**src/rtl/cond_unit.sv**
```systemverilog
// rtl/cond_unit.sv - ARM condition evaluation, NZCV/sticky-Q flag holding and M-stage control gating
// Conditions are decoded only from the held flags; a newly written flag value is visible one cycle later.
module cond_unit #(
  parameter logic [3:0] RESET_NZCV = 4'b0000,
  parameter logic       RESET_Q    = 1'b0
) (
  input  logic       clk,
  input  logic       reset_n,
  input  logic       valid_e,
  input  logic       stall_e,
  input  logic       flush_e,
  input  logic [3:0] cond_e,
  input  logic [4:0] alu_flags,
  input  logic [1:0] flag_write_e,
  input  logic       q_write_e,
  input  logic       q_clr,
  input  logic       pcs_e,
  input  logic       reg_write_e,
  input  logic       mem_write_e,
  output logic       cond_ex,
  output logic       pcsrc_m,
  output logic       reg_write_m,
  output logic       mem_write_m,
  output logic [4:0] flags
);

  logic [3:0] nzcv_q, nzcv_d;
  logic       q_q, q_d;
  logic [2:0] ctrl_q, ctrl_d;
  logic       fire;
  logic       n, z, c, v;

  assign n = nzcv_q[3];
  assign z = nzcv_q[2];
  assign c = nzcv_q[1];
  assign v = nzcv_q[0];

  always_comb begin
    cond_ex = 1'b1;
    case (cond_e)
      4'h0:    cond_ex = z;
      4'h1:    cond_ex = ~z;
      4'h2:    cond_ex = c;
      4'h3:    cond_ex = ~c;
      4'h4:    cond_ex = n;
      4'h5:    cond_ex = ~n;
      4'h6:    cond_ex = v;
      4'h7:    cond_ex = ~v;
      4'h8:    cond_ex = c & ~z;
      4'h9:    cond_ex = ~c | z;
      4'hA:    cond_ex = (n == v);
      4'hB:    cond_ex = (n != v);
      4'hC:    cond_ex = ~z & (n == v);
      4'hD:    cond_ex = z | (n != v);
      default: cond_ex = 1'b1;
    endcase
  end

  assign fire = valid_e & ~stall_e & ~flush_e & cond_ex;

  always_comb begin
    nzcv_d = nzcv_q;
    if (fire && flag_write_e[1]) nzcv_d[3:2] = alu_flags[4:3];
    if (fire && flag_write_e[0]) nzcv_d[1:0] = alu_flags[2:1];
    // Set term is OR'd after the clear so a same-cycle saturation keeps Q high.
    q_d    = (q_q & ~q_clr) | (fire & q_write_e & alu_flags[0]);
    ctrl_d = fire ? {pcs_e, reg_write_e, mem_write_e} : 3'b000;
  end

  always_ff @(posedge clk or negedge reset_n) begin
    if (!reset_n) begin
      nzcv_q <= RESET_NZCV;
      q_q    <= RESET_Q;
      ctrl_q <= 3'b000;
    end else begin
      nzcv_q <= nzcv_d;
      q_q    <= q_d;
      ctrl_q <= ctrl_d;
    end
  end

  assign flags       = {nzcv_q, q_q};
  assign pcsrc_m     = ctrl_q[2];
  assign reg_write_m = ctrl_q[1];
  assign mem_write_m = ctrl_q[0];

endmodule

```
**config.mk**
```make
export PLATFORM = sky130hd
export DESIGN_NAME = cond_unit
export DESIGN_NICKNAME = d
export VERILOG_FILES = /design/src/rtl/cond_unit.sv
export SDC_FILE = /design/constraint.sdc
export NUM_CORES = 1
export LEC_CHECK = 0
export CAP_MARGIN = 20
export CORE_UTILIZATION = 32
export DETAILED_ROUTE_END_ITERATION = 7
export GPL_TIMING_DRIVEN = 0
export PLACE_DENSITY = 0.76
export SYNTH_ARGS = -nofsm -noshare
export SYNTH_HDL_FRONTEND = slang
export SYNTH_SLANG_ARGS = --single-unit
```
**constraint.sdc**
```tcl
create_clock -name clk -period 2 [get_ports clk]
set_clock_uncertainty 0.1 [all_clocks]
set_input_delay 0.2 -clock clk [delete_from_list [all_inputs] [get_ports clk]]
set_output_delay 0.2 -clock clk [all_outputs]
set_load 0.005 [all_outputs]
```
==> flow_summary_export.csv <==
group,metric,value,unit
status,outcome,"complete, but fails checks",
status,violations,"setup timing",
logic_synthesis,number_of_distinct_library_cells_after_synthesis,20,
global_routing,global_route.peak_usage_layer,"met2",
global_routing,use_met3,0.0543,
floorplanning,die-height,41.2,um
logic_synthesis,yosys_warnings,0,
worst_setup_path,timing_worst_setup_path_type,"register to register",
timing,setup_slack,-0.0446,ns
global_routing,first_global_vias,462,
worst_setup_path,critical_path.slowest_cell,"sky130_fd_sc_hd__dfrtp_1",
final_layout,post-route-util,0.680,
logic_synthesis,synth-seq-area-share,0.408,
timing,slew_viol_final,0,
floorplanning,num_io_pins,30,
drt,detail-route-antenna-nets,0,
drt,wl,1.29,mm
worst_setup_path,cp_slowest_stage_delay,0.41,ns
timing,timing_hold_violations_final,0,
power_and_ir_drop,cellLeakagePower,0.430,nW
logic_synthesis,synth_fp_nets,62,
floorplanning,placeableCoreArea,1370,sq um
logic_synthesis,synth-seq-cells,8,
worst_setup_path,path_max_fanout,4,
timing,relSlewSlack,0.646,
logic_synthesis,synth.top_cells.by_area,"sky130_fd_sc_hd__dfrtp_1, sky130_fd_sc_hd__mux2_1, sky130_fd_sc_hd__mux2i_1, sky130_fd_sc_hd__o32ai_4, sky130_fd_sc_hd__nor3b_2",
clock_network,worstSkewPairLatency,0.25,ns
floorplanning,die_x,41.2,um
timing,fmaxAchievable,0.489,GHz
global_routing,groute.usage.overall,0.197,
placed_design,detailedPlacementHpwl,855,um
logic_synthesis,syn_inst,41,
final_layout,layout-area-overhead-vs-synth,89.5,%
timing,grt_setup_unrepaired,"yes",
timing,worst_pin_slew,0.529,ns
clock_network,h-tree-depth,1,
placed_design,io_buffers,28,
drt,drt_first_pass_iters,2,
final_layout,area_of_combinational_cells_with_multiple_inputs,329,sq um
power_and_ir_drop,pwr_density_cell,857,nW/um^2
final_layout,antenna_cells,0,
timing,hold_slack,0.132,ns
timing,post-route-period-util,1.02,
global_routing,met1_usage_grt,0.207,
final_layout,fillers,114,
floorplanning,design.die.area,1690,sq um
global_routing,grt_start_max_net_pins,9,
drt,route.detailed.vias_per_inst,5.05,
final_layout,layout.cell_area.non_filler,930,sq um
placed_design,placedCellCount,84,
worst_setup_path,timing.critical_path.mode_cell,"sky130_fd_sc_hd__mux2_4",
clock_network,number_of_buffers_created_by_cts,3,
final_layout,layout.nets,104,
drt,routed-via-count,485,
final_layout,register_area,201,sq um
drt,initialDrtViolationCount,9,
final_layout,final_cells,96,
timing,setup_viol,4,
clock_network,cts.sink_count,8,
job,timing.max_cap.violations,0,
floorplanning,initial_standard_cell_utilization_of_the_core,0.359,
worst_setup_path,endpoint_kind,"register",
clock_network,max-clock-path-buffers,2,
floorplanning,placementRows,13,
placed_design,place.gp.congestion,0.657,
clock_network,cts_tree,"done",
power_and_ir_drop,vdd.ir_drop.worst,0.499,mV
clock_network,cts_hold_repair.buffers,0,
final_layout,layout-drive-gt1-share,0.346,
drt,drt_drc_violations_left,0,
global_routing,grt_pass1_wl,2.01,mm
min_path,hp-class,"primary input to asynchronous set/reset pin",
logic_synthesis,synth.cell_area,490,sq um
placed_design,dp_area,790,sq um
global_routing,grt.met2_usage,0.320,
worst_setup_path,required,2.04,ns
worst_setup_path,setup.worst_path.start_class,"register",
worst_setup_path,timing.critical_path.cells,"xnor2_2 > mux2_4 > nor3b_4 > o32ai_4 > buf_6 > nand3_4 > mux2_4",
logic_synthesis,yosys.area.top_type,"sky130_fd_sc_hd__dfrtp_1",
clock_network,root_buffer,"sky130_fd_sc_hd__clkbuf_4",
clock_network,clock_transition_time_at_the_flip_flop_clock_pins_of_the_worst_setup_and_hold_paths,0.05,ns
global_routing,grt_antenna_before_repair,0,
worst_setup_path,reg2regPathDepth,7,
worst_setup_path,critical_path_arrival,2.08,ns
logic_synthesis,synthesis.area_per_instance,12.0,sq um
timing,final_period_minus_worst_setup_slack,2.04,ns
drt,routed_wire_length_per_instance,13.4,um
global_routing,global_route.overflow_total,0,
logic_synthesis,synth_largest_type_area_fraction,0.408,
[through the flow]
step	setup TNS [ns]	total power, mW	setup WS (ns)
2_1_floorplan	0	0.370	0.0314
3_3_place_gp	-2.67	0.510	-0.596
3_5_place_dp	-2.76	0.514	-0.596
4_1_cts	-0.222	0.777	-0.0575
5_1_grt	-0.660	0.853	-0.134
6_report	-0.160	0.797	-0.0446
[worst max-delay path, delay by kind of cell (launching register included)]
kind            cells  cell delay [ns]
compound gates      1             0.12
xor+xnor            1             0.22
buf+inv             1             0.15
flops               1             0.41
mux                 2             0.63
simple gates        2             0.29
[cells in the final DEF, fill, tap and decap left out]
cell type | synthesis | final
sky130_fd_sc_hd__nor3_1 | 1 | 1
sky130_fd_sc_hd__clkbuf_4 | 0 | 3
sky130_fd_sc_hd__o32ai_4 | 1 | 1
sky130_fd_sc_hd__buf_6 | 0 | 1
sky130_fd_sc_hd__mux2i_1 | 4 | 4
sky130_fd_sc_hd__buf_4 | 1 | 9
sky130_fd_sc_hd__nor3b_4 | 0 | 1
sky130_fd_sc_hd__xnor2_2 | 0 | 1
sky130_fd_sc_hd__a41o_1 | 1 | 1
sky130_fd_sc_hd__nor3b_1 | 1 | 1
sky130_fd_sc_hd__nor2_1 | 1 | 1
sky130_fd_sc_hd__clkbuf_2 | 1 | 1
sky130_fd_sc_hd__nor3b_2 | 2 | 1
sky130_fd_sc_hd__a21oi_1 | 1 | 1
sky130_fd_sc_hd__and3_1 | 3 | 3
sky130_fd_sc_hd__nand3_4 | 0 | 2
sky130_fd_sc_hd__buf_2 | 0 | 1
sky130_fd_sc_hd__dfrtp_1 | 8 | 7
sky130_fd_sc_hd__clkdlybuf4s50_1 | 0 | 26
sky130_fd_sc_hd__or2b_1 | 2 | 2
sky130_fd_sc_hd__dfrtp_2 | 0 | 1
sky130_fd_sc_hd__mux2_4 | 0 | 5
sky130_fd_sc_hd__dlygate4sd2_1 | 0 | 1
sky130_fd_sc_hd__xnor2_1 | 2 | 1
sky130_fd_sc_hd__a22oi_1 | 1 | 1
sky130_fd_sc_hd__nor2b_1 | 1 | 1
sky130_fd_sc_hd__nand2_1 | 2 | 2
sky130_fd_sc_hd__o21ai_2 | 0 | 1
[flip-flops by register name, summed over array words and instances, names as in the netlist]
signal / cells
ctrl_q: 3
nzcv_q: 4
q_q: 1
[final timing paths]
kind / end / slack [ns] / startpoint
max in group asynchronous: nzcv_q[2]$_DFFE_PN0P_ / 1.37 / reset_n
min in group clk: ctrl_q[1]$_DFF_PN0_ / 0.41 / reg_write_e
hold / removal: ctrl_q[0]$_DFF_PN0_ / 0.13 / reset_n
hold reg to reg: nzcv_q[2]$_DFFE_PN0P_ / 0.49 / nzcv_q[2]$_DFFE_PN0P_
setup reg to reg: nzcv_q[2]$_DFFE_PN0P_ / -0.04 / nzcv_q[3]$_DFFE_PN0P_
setup / recovery: nzcv_q[2]$_DFFE_PN0P_ / -0.04 / nzcv_q[3]$_DFFE_PN0P_
[cells by family (layout without fill, tap and decap cells)]
group | count (synthesis) | after routing | share of synthesized area
mux | 9 | 9 | 0.196
flops | 8 | 8 | 0.408
simple gates | 15 | 15 | 0.222
buf+inv | 2 | 42 | 0.0255
xor+xnor | 2 | 2 | 0.0357
compound gates | 5 | 5 | 0.112
[Yosys cell counts]
cell	n
sky130_fd_sc_hd__mux2i_1	4
sky130_fd_sc_hd__nor3_1	1
sky130_fd_sc_hd__nor2b_1	1
sky130_fd_sc_hd__xnor2_1	2
sky130_fd_sc_hd__nor2_1	1
sky130_fd_sc_hd__dfrtp_1	8
sky130_fd_sc_hd__nand2_1	2
sky130_fd_sc_hd__nor3b_2	2
sky130_fd_sc_hd__a41o_1	1
sky130_fd_sc_hd__and3_1	3
sky130_fd_sc_hd__o32ai_4	1
sky130_fd_sc_hd__mux2_1	5
sky130_fd_sc_hd__a21oi_1	1
sky130_fd_sc_hd__a22oi_1	1
sky130_fd_sc_hd__buf_4	1
sky130_fd_sc_hd__or2b_1	2
sky130_fd_sc_hd__nor3b_1	1
sky130_fd_sc_hd__nand3_2	2
sky130_fd_sc_hd__o21ai_0	1
sky130_fd_sc_hd__clkbuf_2	1
[per-layer routing]
| metal | vias up | part of all wire |
|---|---|---|
| met5 | - | 0 |
| met4 | 0 | 0.030 |
| met3 | 5 | 0.099 |
| met2 | 28 | 0.49 |
| met1 | 220 | 0.39 |
| li1 | 232 | - |
[power by group]
group	leakage (nW)	internal, mW	switching [mW]
Combinational	0.313	0.297	0.144
Clock	0.0138	0.0687	0.0548
Sequential	0.103	0.196	0.0365
[area by class of cell]
| cell class | instances | area share |
|---|---|---|
| repair buffers | 37 | 0.371 |
| multi-input cells | 31 | 0.354 |
| well taps | 15 | 0.0202 |
| plain buffers | 2 | 0.0135 |
| flip-flops and latches | 8 | 0.217 |
| clock buffers | 3 | 0.0242 |
[repair_timing]
| action | CTS | global route |
|---|---|---|
| setup endpoints to repair | 5 | 9 |
| resized for setup | 17 | 1 |
| setup buffers | 7 | 2 |
| pin swaps | 4 | 3 |
Note: power is estimated with default switching activity, not from simulation.
